`src/rtl/shreg_ctrl_pkg.sv`:
```
// rtl/shreg_ctrl_pkg.sv - shared constants for the shift-register sequencer
//
// Purpose: opcode encodings, 2-bit FSM state encodings, default step-count
//          width, and the opcode-to-mode-select mapping used by shreg_ctrl.
// Ports:   none (package).
package shreg_ctrl_pkg;

  localparam int SHC_CNT_W_DEFAULT = 4;

  // Command opcodes carried on CMD_OP
  localparam logic [1:0] SHC_OP_LOAD  = 2'b00;
  localparam logic [1:0] SHC_OP_SHIFT = 2'b01;
  localparam logic [1:0] SHC_OP_ROT   = 2'b10;
  localparam logic [1:0] SHC_OP_HOLD  = 2'b11;

  // FSM state encodings
  localparam logic [1:0] ST_IDLE  = 2'd0;
  localparam logic [1:0] ST_LOAD  = 2'd1;
  localparam logic [1:0] ST_SHIFT = 2'd2;
  localparam logic [1:0] ST_FIN   = 2'd3;

  // {MODO1, MODO0} that the register needs while executing an opcode.
  // LOAD picks the parallel input, ROTATE the circular input, SHIFT the
  // serial input. HOLD never reaches a state that applies modes.
  function automatic logic [1:0] op_modes(input logic [1:0] op);
    logic [1:0] m;
    m = 2'b00;
    if (op == SHC_OP_LOAD) m = 2'b10;
    else if (op == SHC_OP_ROT) m = 2'b01;
    else if (op == SHC_OP_SHIFT) m = 2'b00;
    return m;
  endfunction

endpackage

```
`src/rtl/shreg_ctrl_if.sv`:
```
// rtl/shreg_ctrl_if.sv - command channel between a command source and shreg_ctrl
//
// Purpose: groups the valid/ready command handshake and its payload.
// Signals: CMD_VALID, CMD_READY, CMD_OP[1:0], CMD_DIR, CMD_COUNT[CNT_W-1:0].
// Modports: master = command source, slave = shreg_ctrl.
interface shreg_ctrl_if #(
  parameter int CNT_W = 4
);

  logic             CMD_VALID;
  logic             CMD_READY;
  logic [1:0]       CMD_OP;
  logic             CMD_DIR;
  logic [CNT_W-1:0] CMD_COUNT;

  modport master (
    output CMD_VALID, CMD_OP, CMD_DIR, CMD_COUNT,
    input  CMD_READY
  );

  modport slave (
    input  CMD_VALID, CMD_OP, CMD_DIR, CMD_COUNT,
    output CMD_READY
  );

endinterface

```
`src/rtl/shreg_step_cnt.sv`:
```
// rtl/shreg_step_cnt.sv - remaining-step down-counter for shreg_ctrl
//
// Purpose: CNT_W-bit down-counter with synchronous clear (highest priority),
//          synchronous load and decrement enable; flags the final step.
// Ports:   CLK      in  clock
//          clr      in  synchronous clear to zero
//          load     in  load load_val
//          load_val in  value to load [CNT_W]
//          dec      in  decrement by one
//          count    out current count [CNT_W]
//          last     out count == 1
module shreg_step_cnt #(
  parameter int CNT_W = 4
) (
  input  logic             CLK,
  input  logic             clr,
  input  logic             load,
  input  logic [CNT_W-1:0] load_val,
  input  logic             dec,
  output logic [CNT_W-1:0] count,
  output logic             last
);

  always_ff @(posedge CLK) begin
    if (clr) begin
      count <= '0;
    end else if (load) begin
      count <= load_val;
    end else if (dec) begin
      count <= count - CNT_W'(1);
    end
  end

  assign last = (count == CNT_W'(1));

endmodule

```
`src/rtl/shreg_ctrl.sv`:
```
// rtl/shreg_ctrl.sv - command sequencer for the 4-bit universal shift register
//
// Purpose: accepts one LOAD/SHIFT/ROTATE/HOLD command at a time and drives
//          the register's ENB/DIR/MODO1/MODO0 for exactly the required
//          number of cycles, then pulses DONE. All outputs are registered.
// Ports:   CLK       in  clock
//          RESET     in  synchronous active-high reset
//          cmd       slave command channel (CMD_VALID/READY/OP/DIR/COUNT)
//          ENB       out register enable
//          DIR       out register direction (latched CMD_DIR)
//          MODO1     out 1 = parallel load D
//          MODO0     out 1 = circular input, 0 = serial input S_IN
//          BUSY      out command in progress
//          DONE      out one-cycle completion pulse
//          STEP_CNT  out remaining steps [CNT_W]
// Build option: SHREG_CTRL_PWRCNT_EN adds activity accounting into
//          letest.m1.PwrCntr[PwrC] (one count per ENB cycle and per DONE).
module shreg_ctrl
  import shreg_ctrl_pkg::*;
#(
  parameter int PwrC  = 0,
  parameter int CNT_W = SHC_CNT_W_DEFAULT
) (
  input  logic             CLK,
  input  logic             RESET,
  shreg_ctrl_if.slave      cmd,
  output logic             ENB,
  output logic             DIR,
  output logic             MODO1,
  output logic             MODO0,
  output logic             BUSY,
  output logic             DONE,
  output logic [CNT_W-1:0] STEP_CNT
);

  logic [1:0] state;
  logic [1:0] state_nxt;
  logic       ready_q;
  logic       accept;
  logic       cnt_load;
  logic       cnt_dec;
  logic       cnt_last;
  logic       mode_load;

  assign cmd.CMD_READY = ready_q;
  assign accept        = cmd.CMD_VALID && ready_q;

  shreg_step_cnt #(
    .CNT_W (CNT_W)
  ) u_step_cnt (
    .CLK      (CLK),
    .clr      (RESET),
    .load     (cnt_load),
    .load_val (cmd.CMD_COUNT),
    .dec      (cnt_dec),
    .count    (STEP_CNT),
    .last     (cnt_last)
  );

  always_comb begin
    state_nxt = state;
    cnt_load  = 1'b0;
    cnt_dec   = 1'b0;
    mode_load = 1'b0;
    case (state)
      ST_IDLE: begin
        if (accept) begin
          case (cmd.CMD_OP)
            SHC_OP_LOAD: begin
              state_nxt = ST_LOAD;
              mode_load = 1'b1;
            end
            SHC_OP_HOLD: state_nxt = ST_FIN;
            default: begin
              // SHIFT / ROTATE: a zero count completes without touching the register
              if (cmd.CMD_COUNT != '0) begin
                state_nxt = ST_SHIFT;
                cnt_load  = 1'b1;
                mode_load = 1'b1;
              end else begin
                state_nxt = ST_FIN;
              end
            end
          endcase
        end
      end
      ST_LOAD:  state_nxt = ST_FIN;
      ST_SHIFT: begin
        cnt_dec = 1'b1;
        if (cnt_last) state_nxt = ST_FIN;
      end
      ST_FIN:   state_nxt = ST_IDLE;
      default:  state_nxt = ST_IDLE;
    endcase
  end

  // Outputs are registered from the next state so they line up with the
  // state they describe and never glitch.
  always_ff @(posedge CLK) begin
    if (RESET) begin
      state   <= ST_IDLE;
      ready_q <= 1'b1;
      BUSY    <= 1'b0;
      ENB     <= 1'b0;
      DONE    <= 1'b0;
      DIR     <= 1'b0;
      MODO1   <= 1'b0;
      MODO0   <= 1'b0;
    end else begin
      state   <= state_nxt;
      ready_q <= (state_nxt == ST_IDLE);
      BUSY    <= (state_nxt != ST_IDLE);
      ENB     <= (state_nxt == ST_LOAD) || (state_nxt == ST_SHIFT);
      DONE    <= (state_nxt == ST_FIN);
      if (accept) DIR <= cmd.CMD_DIR;
      // Mode selects only change when the register is about to be enabled;
      // otherwise they keep their last values.
      if (mode_load) {MODO1, MODO0} <= op_modes(cmd.CMD_OP);
    end
  end

`ifdef SHREG_CTRL_PWRCNT_EN
  always_ff @(posedge CLK) begin
    if (ENB || DONE) begin
      letest.m1.PwrCntr[PwrC] <= letest.m1.PwrCntr[PwrC] + 1;
    end
  end
`else
  // Without accounting the counter index has no effect; a negative index
  // would be meaningless either way, so nothing is built for it.
  if (PwrC < 0) begin : g_pwrc_idx_unused
  end
`endif

endmodule

```
`src/flat_wrapper.sv`:
```
// flat-port wrapper written by rule: the top's interface ports become plain ports
module shreg_ctrl_flat import shreg_ctrl_pkg::*;
#(
  parameter int PwrC  = 0,
  parameter int CNT_W = SHC_CNT_W_DEFAULT
)
  (CLK, RESET, ENB, DIR, MODO1, MODO0, BUSY, DONE, STEP_CNT, cmd_CMD_VALID, cmd_CMD_OP, cmd_CMD_DIR, cmd_CMD_COUNT, cmd_CMD_READY);
  shreg_ctrl_if #(.CNT_W(CNT_W)) cmd_i ();
  input  logic CLK;
  input  logic RESET;
  output logic ENB;
  output logic DIR;
  output logic MODO1;
  output logic MODO0;
  output logic BUSY;
  output logic DONE;
  output logic [CNT_W-1:0] STEP_CNT;
  input wire logic [$bits(cmd_i.CMD_VALID)-1:0] cmd_CMD_VALID;
  input wire logic [$bits(cmd_i.CMD_OP)-1:0] cmd_CMD_OP;
  input wire logic [$bits(cmd_i.CMD_DIR)-1:0] cmd_CMD_DIR;
  input wire logic [$bits(cmd_i.CMD_COUNT)-1:0] cmd_CMD_COUNT;
  output wire logic [$bits(cmd_i.CMD_READY)-1:0] cmd_CMD_READY;
  assign cmd_i.CMD_VALID = cmd_CMD_VALID;
  assign cmd_i.CMD_OP = cmd_CMD_OP;
  assign cmd_i.CMD_DIR = cmd_CMD_DIR;
  assign cmd_i.CMD_COUNT = cmd_CMD_COUNT;
  assign cmd_CMD_READY = cmd_i.CMD_READY;
  shreg_ctrl #(.PwrC(PwrC), .CNT_W(CNT_W)) u_core (.CLK(CLK), .RESET(RESET), .cmd(cmd_i), .ENB(ENB), .DIR(DIR), .MODO1(MODO1), .MODO0(MODO0), .BUSY(BUSY), .DONE(DONE), .STEP_CNT(STEP_CNT));
endmodule
```
`config.mk`:
```
export PLATFORM = sky130hd
export DESIGN_NAME = shreg_ctrl_flat
export DESIGN_NICKNAME = d
export VERILOG_FILES = /design/src/rtl/shreg_ctrl_pkg.sv /design/src/rtl/shreg_ctrl_if.sv /design/src/rtl/shreg_step_cnt.sv /design/src/rtl/shreg_ctrl.sv /design/src/flat_wrapper.sv
export SDC_FILE = /design/constraint.sdc
export NUM_CORES = 1
export LEC_CHECK = 0
export CAP_MARGIN = 5
export CORE_MARGIN = 2
export CORE_UTILIZATION = 40
export CTS_BUF_LIST = sky130_fd_sc_hd__clkbuf_4
export CTS_CLUSTER_DIAMETER = 200
export CTS_CLUSTER_SIZE = 14
export DETAILED_ROUTE_END_ITERATION = 8
export MAX_ROUTING_LAYER = met4
export PLACE_DENSITY = 0.72
export SYNTH_ARGS = -nofsm -noshare
export SYNTH_HDL_FRONTEND = slang
export SYNTH_SLANG_ARGS = --single-unit
```
`constraint.sdc`:
```
create_clock -name CLK -period 1.9 [get_ports CLK]
set_input_delay 0.475 -clock CLK [delete_from_list [all_inputs] [get_ports CLK]]
set_output_delay 0.475 -clock CLK [all_outputs]
set_load 0.02 [all_outputs]
```
==> results by group, run 1 <==
Power and ir drop
  – Total net switching power: 0.507 mW
  – Combinational share of power: 55.3%
  – Power, Total: 1.34 mW
  – Internal power: 0.836 mW
  – Reg power frac: approximately a third
  – Static leakage: about 0.44 nW
  – VDD IR max: 0.843 mV
  – Pwr/cell area: 1310 nW/um^2
  – Switching Share: 37.8%
  – Clock power share: 12.4%

Finish
  – Filler cells: 130
  – Commonest non-fill, non-tap cells in the layout: 17 x clkdlybuf4s50_1, 13 x dfxtp_1, 11 x buf_4, 8 x nand2_1, 8 x nor2_1
  – Final Non-Filler Cells: 125
  – Commonest non-fill, non-tap cell in the layout: clkdlybuf4s50_1
  – Share of layout cells above drive strength 1: roughly 20%
  – Sequential cell area: 260 um^2
  – # nets final: 128
  – Multi-input gate area: 407 um^2
  – Diodes inserted: 0
  – Area Growth Syn to Fin: 51.8%

Synth
  – Synthesized area: between 600 and 700 um^2
  – Yosys reg bits: 13
  – Top post-synthesis cells by area: dfxtp_1 39%, ha_1 15%, a211oi_1 4.5%
  – Largest area contributor in the netlist: dfxtp_1
  – Synth Area per Inst: 8.99 um^2
  – Post-synthesis sequential area ratio: 38.6%
  – Syn nets: 93
  – Share of the synthesized area in the top cell type: 38.6%
  – Synthesis warning total: 0
  – Mapped Cells: 75
  – Yosys cell types: 26

Global route
  – Global-route wire length before repair: 2.30 mm
  – Vias in the first global route: 570
  – M2 GR Usage: 26.3%
  – Largest net degree at the start of global routing: 9
  – Met1 Usage GRT: between 10% and 20%
  – Met3 usage: ~7.2%
  – Initial antenna violation count: 0
  – Grt ovf: 0
  – Total Routing Usage GR: 17.2%
  – GRT Max-Usage Layer: met2

Setup path
  – Worst Path Required: 2.07 ns
  – WP data arrival: roughly 2.0 ns
  – CP Cell Sequence: clkdlybuf4s50_1, inv_2, ha_4, and3_4, o22ai_2, buf_4, buf_4, a21o_2
  – Worst path top cell family by delay: buffers and inverters
  – Cells on worst reg2reg path: 7
  – Worst setup path category: input pin to register
  – Most used cell, CP: buf_4
  – Crit path max fanout: 3
  – CP endpoint kind: register
  – R2r setup slk: roughly 0.35 ns
  – Crit start category: input pin
  – RR Startpoint: u_core.state[1]
  – WP buf/inv: 4
  – CP max stage delay: 0.49 ns
  – CP max-delay cell: clkdlybuf4s50_1
  – Worst R2R End: u_core.BUSY

Outcome
  – Outcome: complete, no violations

STA
  – Final WS setup: 0.0329 ns
  – Finish-stage setup viols: 0
  – Tcrit/Tclk final: 98.3%
  – Tmin final: 1.87 ns
  – WHS: 0.455 ns
  – Peak Freq: between 500 and 600 MHz
  – Setup Skew: 0.000719 ns
  – Slew Viols, Final: 0
  – Post-Route Setup TNS: 0 ns
  – Slew HR: about two thirds
  – Final hold violations: 0
  – Slew of the pin with the lowest slew margin: 0.465 ns
  – RSZ-0062 raised after global routing: no

Clock tree
  – Hold_buf cts: 0
  – CTS tree: built
  – Clock Latency Late Sink: about 0.27 ns
  – Root Driver: clkbuf_4
  – # H-tree levels: 1
  – CTS sink cnt: 13
  – Clk slew on worst S/H paths: approximately 0.080 ns
  – TritonCTS buffer count: 3
  – Clk buf depth: 2

Floorplan
  – Initial core utilization: 43.8%
  – Core Area: 1540 um^2
  – Die Area: 2030 um^2
  – Rows: 14
  – Top-Level Pins: 21
  – Die height: 45.1 um
  – Die X: 45.1 um

Drt
  – Wire per inst: roughly 11 um
  – Vias: slightly above 600
  – Vias/cell: 4.86
  – Initial DRC Count: 6
  – DRT Wirelength: between 1 and 1.5 mm
  – # DRC: 0
  – DRT antenna net count: 0
  – Number of detailed-route iterations in the first pass: 3

Worst hold path
  – Hold depth: 2
  – HP Class: register to register
  – Hold Path End: u_core.MODO1
  – Hold Crit Start: u_core.MODO1

Placed design
  – Routability congestion estimate from global placement: 0.854
  – Cell total after placement: around 120
  – Port bufs: 20
  – DP HPWL: 1.16 mm
  – Placement Setup Slack: -0.413 ns

Run
  – # Max-Cap Violations: 0
## area by class of cell
class / instances / area share [%]
clock buffer: 3 / 2.20
clock inverter: 1 / 0.489
inverter: 8 / 2.93
multi-input combinational: 53 / 39.7
sequential: 13 / 25.4
tap: 16 / 1.96
timing repair buffer: 31 / 27.3
## stage by stage
stage	area [um^2]	util, %
global route	1020	66.4
detailed placement	958	62.2
CTS	1020	66.4
finish	1020	66.4
floorplan	674	-
global placement	958	62.2
## flip-flops by register name, summed over array words and instances (netlist names)
name / flops
u_core.u_step_cnt.count: 4
u_core.state: 2
u_core.BUSY: 1
u_core.DIR: 1
u_core.DONE: 1
u_core.ENB: 1
u_core.MODO0: 1
u_core.MODO1: 1
u_core.cmd.CMD_READY: 1
## worst reg2reg max path, cell delays in order (launching register included)
cell and delay [ns]:
dfxtp_1 0.38, inv_1 0.07, ha_1 0.26, o21ai_0 0.14, o22ai_2 0.13, buf_4 0.14
buf_4 0.13, a21o_2 0.20
## layer usage
metal,vias up,wire length [um]
met2,12,689
met4,0,14
met5,-,0
li1,328,-
met3,2,59
met1,266,673
## cell families (layout without fill, tap and decap cells)
kind of cell,Yosys count,in the layout,share of synthesized area (%)
fa+ha+maj,8,8,14.8
mux,2,2,2.97
compound gates,14,14,14.7
xor+xnor,3,3,3.90
flops,13,13,38.6
simple gates,26,26,20.0
buf+inv,9,43,5.01
## power groups by stage
stage / Sequential [mW] / Clock (mW) / Combinational (mW)
final: 0.434 / 0.167 / 0.744
after detailed placement: 0.442 / 0 / 0.698
after CTS: 0.435 / 0.174 / 0.744
after global routing: 0.445 / 0.191 / 0.821
after floorplan: 0.531 / 0 / 0.319
after global placement: 0.440 / 0 / 0.691
## worst max-delay path by stage
stage | start | end | cells past startpoint
4_1_cts | cmd_CMD_VALID | u_core.BUSY | 7
3_5_place_dp | cmd_CMD_COUNT[1] | u_core.ENB | 6
5_1_grt | cmd_CMD_OP[1] | u_core.BUSY | 8
3_3_place_gp | cmd_CMD_COUNT[1] | u_core.ENB | 6
2_1_floorplan | cmd_CMD_COUNT[1] | u_core.ENB | 5
6_report | cmd_CMD_OP[1] | u_core.BUSY | 8
## synthesized netlist by cell type
| cell type | instances |
|---|---|
| nand2_1 | 8 |
| o21ai_0 | 1 |
| a21oi_1 | 4 |
| nand4_2 | 1 |
| and3_1 | 1 |
| a31oi_1 | 1 |
| and2_1 | 1 |
| xnor2_1 | 2 |
| ha_1 | 8 |
| or4_4 | 1 |
| nand3_1 | 1 |
| inv_1 | 8 |
| o22ai_2 | 1 |
| o211ai_1 | 1 |
| nand2b_1 | 1 |
| and2_0 | 1 |
| clkbuf_1 | 1 |
| nor2_1 | 8 |
| dfxtp_1 | 13 |
| o31a_1 | 1 |
| nor2b_1 | 2 |
| mux2i_1 | 2 |
| xor2_1 | 1 |
| nor4b_1 | 1 |
| a21o_2 | 1 |
| a211oi_1 | 4 |
## repair_timing
item                                    in CTS  in global routing
resized for setup                            6                  2
buffers inserted                             2                  0
endpoints found under the hold margin        0                  0
pin swaps                                    5                  1
endpoints found under the setup margin       3                  3
No activity file was read; power rests on OpenSTA's default activity.
==> run 2, diff against run 1 <==
--- a/config.mk
+++ b/config.mk
@@ -14,6 +14,7 @@
 export DETAILED_ROUTE_END_ITERATION = 8
 export MAX_ROUTING_LAYER = met4
 export PLACE_DENSITY = 0.72
+export SETUP_SLACK_MARGIN = 0.02
 export SYNTH_ARGS = -nofsm -noshare
 export SYNTH_HDL_FRONTEND = slang
 export SYNTH_SLANG_ARGS = --single-unit
==> run 2 against run 1 <==
Net effect: sequential share of layout area down 1.1 points; core utilization grew 2.9 points; register-to-register slack worse by 0.12 ns; routed wire length grew 9.4%; clock skew about the same; critical path depth unchanged; fmax shrank 0.66%; largest cell class unchanged; highest routed layer unchanged.
==> results by group, run 2 (synthesis results as in run 1) <==
Outcome
  – Outcome: complete, no violations

Finish
  – Final core utilization: 69.3% (+2.9 points)
  – Commonest non-fill, non-tap cells in the layout: 16 x clkdlybuf4s50_1, 13 x buf_4, 13 x dfxtp_1, 8 x nand2_1, 8 x nor2_1
  – Largest register FFs: 4 (unchanged)
  – Top reg by flops: u_core.u_step_cnt.count
  – Share of layout cells above drive strength 1: 25.2% (+5.0 points)
  – Commonest non-fill, non-tap cell in the layout: clkdlybuf4s50_1
  – Diodes inserted: 0 (unchanged)
  – # nets final: 130 (+1.6%)
  – Largest regs: u_core.u_step_cnt.count (4), u_core.state (2)
  – Area Growth Syn to Fin: 58.4%

Drt
  – Number of detailed-route iterations in the first pass: 4 (+1)
  – Wire per inst: 12.4 um (+7.7%)
  – # DRC: 0 (unchanged)
  – Vias: 616 (+1.3%)
  – DRT antenna net count: 0 (unchanged)
  – Initial DRC Count: 4 (-2)
  – DRT Wirelength: 1.57 mm (+9.4%)
  – Vias/cell: 4.85 (-0.28%)

Power and ir drop
  – Switching Share: 38.5% (+0.74 points)
  – Clock power share: 12.9% (+0.5 points)
  – Power, Total: 1.44 mW (+7.3%)
  – Combinational share of power: 56.7% (+1.4 points)
  – Pwr/cell area: 1350 nW/um^2 (+2.8%)
  – Reg power frac: 30.3% (-2.0 points)
  – Static leakage: 0.461 nW (+4.3%)
  – Internal power: 0.887 mW (+6.1%)
  – Total net switching power: 0.555 mW (+9.4%)
  – VDD IR max: 1.08 mV (+28%)

Clock tree
  – Clk slew on worst S/H paths: 0.08 ns (about the same)
  – Clk buf depth: 2 (unchanged)
  – CTS sink cnt: 13 (unchanged)
  – Clock Latency Late Sink: 0.27 ns (about the same)
  – TritonCTS buffer count: 3 (unchanged)
  – CTS tree: built
  – Root Driver: clkbuf_4
  – Hold_buf cts: 0 (unchanged)
  – # H-tree levels: 1 (unchanged)

STA
  – Slew of the pin with the lowest slew margin: 0.435 ns (-0.0303 ns)
  – Slew HR: 70.6% (+2.0 points)
  – RSZ-0062 raised after global routing: yes
  – Setup Skew: 0.000859 ns (+0.000140 ns)
  – Final WS setup: 0.0204 ns (-0.0125 ns)
  – Tcrit/Tclk final: 98.9% (+0.66 points)
  – Final hold violations: 0 (unchanged)
  – Slew Viols, Final: 0 (unchanged)
  – Finish-stage setup viols: 0 (unchanged)
  – Post-Route Setup TNS: 0 ns (unchanged)
  – Peak Freq: 532 MHz (-0.66%)
  – Tmin final: 1.88 ns (+0.0125 ns)
  – WHS: 0.456 ns (+0.00101 ns)

Floorplan
  – Rows: 14 (unchanged)
  – Initial core utilization: 43.8% (unchanged)
  – Top-Level Pins: 21 (unchanged)
  – Die X: 45.1 um (unchanged)
  – Die Area: 2030 um^2 (unchanged)
  – Die height: 45.1 um (unchanged)
  – Core Area: 1540 um^2 (unchanged)

Global route
  – Initial antenna violation count: 0 (unchanged)
  – Grt ovf: 0 (unchanged)
  – Global-route wire length before repair: 2.53 mm (+9.9%)
  – Vias in the first global route: 583 (+2.3%)
  – Largest net degree at the start of global routing: 9 (unchanged)
  – Total Routing Usage GR: 18.1% (+0.85 points)

Worst hold path
  – HP Class: register to register
  – Hold Crit Start: u_core.MODO1
  – Hold Path End: u_core.MODO1
  – Hold depth: 2 (unchanged)

Setup path
  – WP buf/inv: 4 (unchanged)
  – RR Startpoint: u_core.u_step_cnt.count[1]
  – Worst path top cell family by delay: buffers and inverters
  – CP max-delay cell: clkdlybuf4s50_1
  – Levels on crit path: 8 (unchanged)
  – Worst Path Required: 2.07 ns (about the same)
  – Most used cell, CP: buf_4
  – WP data arrival: 2.05 ns (about the same)
  – CP max stage delay: 0.48 ns (about the same)
  – Crit path max fanout: 3 (unchanged)
  – Cells on worst reg2reg path: 7 (unchanged)
  – Worst setup path category: input pin to register
  – CP Cell Sequence: clkdlybuf4s50_1, inv_2, ha_4, and3_4, o22ai_4, buf_4, buf_4, a21o_2
  – CP endpoint kind: register
  – R2r setup slk: 0.23 ns (-0.12 ns)
  – Crit start category: input pin
  – Worst R2R End: u_core.BUSY

Run
  – # Max-Cap Violations: 0 (unchanged)

Placed design
  – Routability congestion estimate from global placement: 0.827 (-3.2%)
  – Port bufs: 20 (unchanged)
  – Placement Setup Slack: -0.425 ns (-0.0118 ns)
  – DP HPWL: 1.18 mm (+2.0%)
## run 2: worst max path at each step
stage                                 from           to  slack, ns
after floorplan           cmd_CMD_COUNT[1]   u_core.ENB       0.04
after global placement    cmd_CMD_COUNT[1]   u_core.ENB      -0.36
after detailed placement  cmd_CMD_COUNT[1]   u_core.ENB      -0.42
after CTS                 cmd_CMD_COUNT[2]   u_core.ENB      0.009
after global routing      cmd_CMD_COUNT[2]   u_core.ENB     -0.004
final                        cmd_CMD_OP[0]  u_core.BUSY       0.02
## run 2: power groups by stage
stage	logic, mW	clock network [mW]	registers, mW
final	0.818	0.186	0.438
after global routing	0.894	0.206	0.449
after CTS	0.760	0.194	0.437
after detailed placement	0.706	0	0.445
after global placement	0.696	0	0.439
after floorplan	0.321	0	0.531
## run 2: timing repair
item | in CTS | in global routing
setup endpoints to repair | 4 | 7
hold endpoints to repair | 0 | 0
buffers inserted | 1 | 2
gates resized for setup | 7 | 8
pin swaps | 2 | 5
## run 2: cell type report
| type | count | area (um^2) |
|---|---|---|
| clock buffer | 4 | 30.0 |
| fill | 127 | 473 |
| inverter | 8 | 30.0 |
| multi-input combinational | 53 | 432 |
| sequential | 13 | 260 |
| tap | 16 | 20.0 |
| timing repair buffer | 33 | 297 |
## run 2: per-layer routing
layer | GRT usage [%] | wire length [um] | up-vias
met1 | 24.6 | 775 | 275
met4 | 10.0 | 38 | 0
met5 | - | 0 | -
met3 | 4.00 | 51 | 4
li1 | - | - | 328
met2 | 24.6 | 707 | 9
## run 2: metrics by stage
step                      std cells  area, um^2
after global routing            127        1070
after detailed placement        120         966
after floorplan                  75         674
after CTS                       125        1020
after global placement          120         966
final                           127        1070
## run 2: tightest hold or removal path: stages (launching register included)
cell      delay, ns
dfxtp_1        0.32
inv_1          0.05
a211oi_1       0.05
==> run 3, diff against run 2 <==
--- a/config.mk
+++ b/config.mk
@@ -9,7 +9,7 @@
 export CORE_MARGIN = 2
 export CORE_UTILIZATION = 40
 export CTS_BUF_LIST = sky130_fd_sc_hd__clkbuf_4
-export CTS_CLUSTER_DIAMETER = 200
+export CTS_CLUSTER_DIAMETER = 40
 export CTS_CLUSTER_SIZE = 14
 export DETAILED_ROUTE_END_ITERATION = 8
 export MAX_ROUTING_LAYER = met4
==> results of run 3 <==
The final DEF is identical to that of run 2; final timing and power are the same.
